File: src/rtl/gf2m_digit_feeder.sv
// ---------------------------------------------------------------------------
// gf2m_digit_feeder
//   Control stage in front of a digit-serial GF(2^m) multiplier. Accepts an
//   operand triple (a, b, g), pulses the multiplier start, streams b to it one
//   DIGITAL-bit digit per iteration (most significant digit first), captures
//   the product on mul_done and offers it downstream. A watchdog raises a
//   sticky err if the multiplier never completes, or completes too early.
//
// Ports
//   clk, rst                 clock, asynchronous active-low reset
//   in_valid/in_ready        operand handshake; in_a, in_b, in_g operands
//   mul_start                one-cycle start pulse to the multiplier
//   mul_a, mul_g             latched operands, stable until the next accept
//   mul_b                    current b digit (zero outside START/FEED)
//   mul_t, mul_done          multiplier result and done pulse
//   out_valid/out_ready      result handshake; out_c captured product
//   err                      sticky error (timeout or premature done)
// ---------------------------------------------------------------------------
module gf2m_digit_feeder #(
   parameter int DIGITAL    = 64,
   parameter int DATA_WIDTH = 163,
   parameter int NUM_DIGITS = (DATA_WIDTH + DIGITAL - 1) / DIGITAL,
   parameter int TIMEOUT    = NUM_DIGITS + 4
) (
   input  logic                  clk,
   input  logic                  rst,
   input  logic                  in_valid,
   output logic                  in_ready,
   input  logic [DATA_WIDTH-1:0] in_a,
   input  logic [DATA_WIDTH-1:0] in_b,
   input  logic [DATA_WIDTH-1:0] in_g,
   output logic                  mul_start,
   output logic [DATA_WIDTH-1:0] mul_a,
   output logic [DATA_WIDTH-1:0] mul_g,
   output logic [DIGITAL-1:0]    mul_b,
   input  logic [DATA_WIDTH-1:0] mul_t,
   input  logic                  mul_done,
   output logic                  out_valid,
   input  logic                  out_ready,
   output logic [DATA_WIDTH-1:0] out_c,
   output logic                  err
);

   localparam int PAD_W = NUM_DIGITS * DIGITAL;
   localparam int CNT_W = $clog2(NUM_DIGITS + 1);
   localparam int WD_W  = $clog2(TIMEOUT + 1);
   localparam logic [CNT_W-1:0] CNT_LAST = CNT_W'(NUM_DIGITS - 1);
   localparam logic [WD_W-1:0]  WD_LAST  = WD_W'(TIMEOUT - 1);

   typedef enum logic [2:0] {S_IDLE, S_START, S_FEED, S_WAIT, S_HOLD} state_t;

   state_t                r_state, w_next;
   logic [PAD_W-1:0]      r_b;        // padded b, shifted left one digit per FEED cycle
   logic [CNT_W-1:0]      r_cnt;
   logic [WD_W-1:0]       r_wd;
   logic [DATA_WIDTH-1:0] r_a, r_g, r_c;
   logic                  r_out_valid, r_err;
   logic                  w_accept, w_capture, w_timeout, w_spurious;
   logic [DIGITAL-1:0]    w_top;

   // The current digit always sits in the top slot of the shift register.
   assign w_top     = r_b[PAD_W-1 -: DIGITAL];
   assign mul_a     = r_a;
   assign mul_g     = r_g;
   assign out_c     = r_c;
   assign out_valid = r_out_valid;
   assign err       = r_err;

   always_ff @(posedge clk or negedge rst) begin
      if (!rst) r_state <= S_IDLE;
      else      r_state <= w_next;
   end

   always_comb begin
      w_next     = r_state;
      in_ready   = 1'b0;
      mul_start  = 1'b0;
      mul_b      = '0;
      w_accept   = 1'b0;
      w_capture  = 1'b0;
      w_timeout  = 1'b0;
      w_spurious = 1'b0;
      case (r_state)
         S_IDLE: begin
            in_ready   = 1'b1;
            w_spurious = mul_done;
            if (in_valid) begin
               w_accept = 1'b1;
               w_next   = S_START;
            end
         end
         S_START: begin
            mul_start  = 1'b1;
            mul_b      = w_top;
            w_spurious = mul_done;
            w_next     = S_FEED;
         end
         S_FEED: begin
            mul_b      = w_top;
            w_spurious = mul_done;
            if (r_cnt == CNT_LAST) w_next = S_WAIT;
         end
         S_WAIT: begin
            // A real done wins over a watchdog expiring on the same cycle.
            if (mul_done) begin
               w_capture = 1'b1;
               w_next    = S_HOLD;
            end else if (r_wd == WD_LAST) begin
               w_timeout = 1'b1;
               w_next    = S_IDLE;
            end
         end
         S_HOLD: begin
            if (out_ready) w_next = S_IDLE;
         end
         default: w_next = S_IDLE;
      endcase
   end

   always_ff @(posedge clk or negedge rst) begin
      if (!rst) begin
         r_a         <= '0;
         r_g         <= '0;
         r_b         <= '0;
         r_c         <= '0;
         r_cnt       <= '0;
         r_wd        <= '0;
         r_out_valid <= 1'b0;
         r_err       <= 1'b0;
      end else begin
         if (w_accept) begin
            r_a <= in_a;
            r_g <= in_g;
            r_b <= PAD_W'(in_b);
         end
         if (r_state == S_START) r_cnt <= '0;
         if (r_state == S_FEED) begin
            r_cnt <= r_cnt + 1'b1;
            r_b   <= r_b << DIGITAL;
            r_wd  <= '0;
         end
         if (r_state == S_WAIT) r_wd <= r_wd + 1'b1;
         if (w_capture) begin
            r_c         <= mul_t;
            r_out_valid <= 1'b1;
         end
         if (r_state == S_HOLD && out_ready) r_out_valid <= 1'b0;
         if (w_timeout || w_spurious) r_err <= 1'b1;
      end
   end

endmodule
File: config.mk
export PLATFORM = sky130hd
export DESIGN_NAME = gf2m_digit_feeder
export DESIGN_NICKNAME = d
export VERILOG_FILES = /design/src/rtl/gf2m_digit_feeder.sv
export SDC_FILE = /design/constraint.sdc
export NUM_CORES = 1
export LEC_CHECK = 0
export CAP_MARGIN = 20
export CORE_AREA = 5 5 470 472
export CTS_CLUSTER_DIAMETER = 200
export DETAILED_ROUTE_END_ITERATION = 16
export DIE_AREA = 0 0 475 477
export PLACE_DENSITY = 0.32
export SYNTH_ARGS = -nofsm -noshare
export SYNTH_HDL_FRONTEND = slang
export SYNTH_SLANG_ARGS = --single-unit
File: constraint.sdc
create_clock -name clk -period 1.9 [get_ports clk]
set_clock_uncertainty 0.05 [all_clocks]
set_input_delay 0.57 -clock clk [delete_from_list [all_inputs] [get_ports clk]]
set_output_delay 0.57 -clock clk [all_outputs]
set_load 0.02 [all_outputs]
==> results by group <==
Logic synthesis
  • Simple-Gate Fraction of Synth Area: 2.00%
  • Synth area leader: dfrtp_1
  • Largest family of logic cells by synthesized area: multiplexers
  • Synth Cell Area: 26500 um2
  • Post-Synth Adder-Cell Area: 0.141%
  • Cell variety after synth: 31
  • Post-Synthesis Net Count: 2358
  • Cells after Synth: 1698
  • Area contributors post-synth: dfrtp_1 65%, mux2_2 16%, a22o_1 6.4%
  • Post-Synth XOR/XNOR Area: 0%
  • Yosys top cell area share: 65.2%
  • Synth Area in Compound Gates: 9.50%
  • Synth Register Bits: 691
  • Mux contribution to synthesized area: 20.8%
  • Seq/Total Area, Yosys: 65.2%
  • Yosys Warn Count: 0
  • Synthesized area per cell: 15.6 um2

Worst hold path
  • Worst min-delay path category: in2async

Route
  • Antenna Nets Post-Route: 0
  • Via/cell ratio: 3.37
  • Final WL: 144 mm
  • Drt drc: 0
  • Vias: 20300
  • Avg WL per Cell: 23.9 um
  • Drt first pass iters: 7
  • Initial DRC Count: 739

Place
  • Pre-CTS setup slack: -725 ps
  • Hpwl dp: 110 mm
  • Dpl cell area: 43100 um2
  • Port bufs: 1213
  • RePlAce Congestion: 0.762

Critical path
  • Setup CP Type: reg2out
  • Reg-to-reg slack, setup: -470 ps
  • R2R Path End: mul_g[94]
  • RR Startpoint: r_state[2]
  • Crit path to: mul_b[46]
  • CP startpoint: r_state[0]
  • Crit path DAT: 2280 ps
  • Crit. End Element: primary output
  • Req. time, crit path: 1280 ps
  • Setup crit start kind: register
  • Max FO, Critical Path: 12
  • Worst Reg-to-Reg Cells: 9

Power
  • Power Density: 1880 nW/um2
  • Total power draw: 91.6 mW
  • Leak: 21.6 nW
  • Peak supply drop: 1.02 mV

Die
  • CORE AREA: 216000 um2
  • Chip Width: 475 um
  • Die area: 227000 um2
  • Ports: 1214
  • Die height: 477 um
  • Initial Util: 12.3%
  • FP Rows: 171

Clock tree
  • CTS Sinks: 691
  • Clock buffer depth: 3
  • Root buffer cell: clkbuf_16
  • TritonCTS Buffers: 95
  • Worst skew pair latency: 720 ps
  • Htree depth: 3
  • CTS tree: yes
  • Worst-path clk slew: 60 ps

Final layout
  • Register area: 17300 um2
  • Post-route cell area: 48900 um2
  • Area growth syn-to-layout: 84.2%
  • Fin util: 22.6%
  • Multi-input logic area: 9100 um2
  • Fill count: 23000
  • Fin nets: 3753
  • Commonest non-fill, non-tap cell in the layout: dfrtp_1
  • Most frequent cells in the layout: 676 x dfrtp_1, 655 x clkdlybuf4s50_1, 530 x buf_6
  • Share of cells above drive strength 1: 44.8%

Timing
  • Setup-failing EPs final: 731
  • Final Hold Slack: 372 ps
  • Worst slew pin tran: 649 ps
  • Max Clock Freq: 345 MHz
  • Final worst setup slack: -999 ps
  • Post-route minimum period: 2900 ps
  • Crit share post-route: 153%
  • Final hold vios: 0
  • RSZ-0062 raised after global routing: true
  • Slew Limit Fails: 0
  • Worst rel slew slack: 56.7%

GRT
  • Initial antenna violation count: 64
  • Met1 Usage GRT: 14.0%
  • Largest net degree at the start of global routing: 118
  • Grt met2 use: 19.9%
  • GR peak layer: met2
  • Global route total overflow: 0
  • GRT Total Usage: 12.1%
  • First-pass GRT wire length: 193 mm
  • Vias in the first global route: 22600
  • Met3 usage: 5.31%

Run status
  • Outcome: complete, but fails checks
  • Failing checks: negative setup slack

Job
  • Maxcap violations: 0
[layout make-up]
| class | instances | share of cell area [%] |
|---|---|---|
| sequential | 691 | 35.4 |
| clock buffer | 132 | 5.60 |
| timing repair buffer | 1415 | 32.1 |
| inverter | 4 | 0.0307 |
| clock inverter | 32 | 0.755 |
| multi-input combinational | 886 | 18.6 |
| antenna | 19 | 0.0973 |
| tap | 2854 | 7.31 |
[stage by stage]
step,cells,TNS [ps]
3_5_place_dp,5750,-446890
3_3_place_gp,5750,-443150
6_report,6033,-241460
5_1_grt,6027,-345620
2_1_floorplan,1698,-10660
4_1_cts,5976,-294470
[per-layer routing]
| metal | wire length (um) | share of wire, % |
|---|---|---|
| met1 | 57700 | 40 |
| met2 | 68300 | 47 |
| met3 | 14400 | 10 |
| met4 | 3670 | 2.5 |
| met5 | 312 | 0.22 |
[worst min path at each step]
stage	start	end	slack, ps	cells past startpoint
floorplan	rst	err	220	0
global placement	r_b[144]	r_b[144]	410	1
detailed placement	r_b[126]	r_b[126]	420	1
CTS	in_a[17]	mul_a[17]	270	2
global route	mul_t[136]	out_c[136]	320	2
finish	rst	mul_g[84]	370	3
[critical path, stage by stage (launching register included)]
cell and delay [ps]:
dfrtp_2 440, nor3b_4 160, or2_4 300, buf_4 180
clkbuf_16 160, and2_4 170, buf_6 130
[cells by family after synthesis]
| family | count (synthesis) |
|---|---|
| DFF | 691 |
| muxes | 490 |
| AOI/OAI and AO/OA | 306 |
| buffers and inverters | 121 |
| and+or+nand+nor | 87 |
| adders and majority gates | 3 |
[flip-flops by register name, indices dropped and copies added (netlist names)]
name / cells
mul_g: 163
r_cnt: 2
err: 1
r_state: 3
mul_a: 163
r_b: 192
out_valid: 1
r_wd: 3
out_c: 163
[timing repair]
action,CTS,global route
hold endpoints to repair,261,0
pin swaps,9,7
setup endpoints to repair,1131,1179
buffers inserted,51,21
gates resized for setup,3319,143
hold buffers,1,0
cloned,12,21
[report_power, final]
| part | internal [mW] | switching (mW) |
|---|---|---|
| clock | 10.6 | 7.50 |
| sequential | 22.0 | 5.32 |
| combinational | 24.9 | 21.3 |
| total | 57.5 | 34.1 |
[synthesized netlist by cell type]
cell type / instances
a21o_1: 100
a21oi_1: 3
a22o_1: 193
a31oi_1: 1
and2_1: 64
buf_1: 10
buf_2: 56
buf_4: 6
buf_6: 11
clkbuf_1: 34
dfrtp_1: 691
ha_1: 3
inv_1: 4
mux2_1: 105
mux2_2: 385
nand2_1: 8
nand2b_1: 4
nand3_1: 1
nand3b_1: 1
nor2_1: 3
nor2b_1: 1
nor3_1: 1
nor3b_1: 1
nor3b_2: 1
nor4b_2: 1
o21a_1: 1
o21ai_0: 4
o22ai_1: 1
o31ai_1: 1
o41ai_1: 2
or2_1: 1
No activity file was read; power rests on OpenSTA's default activity.
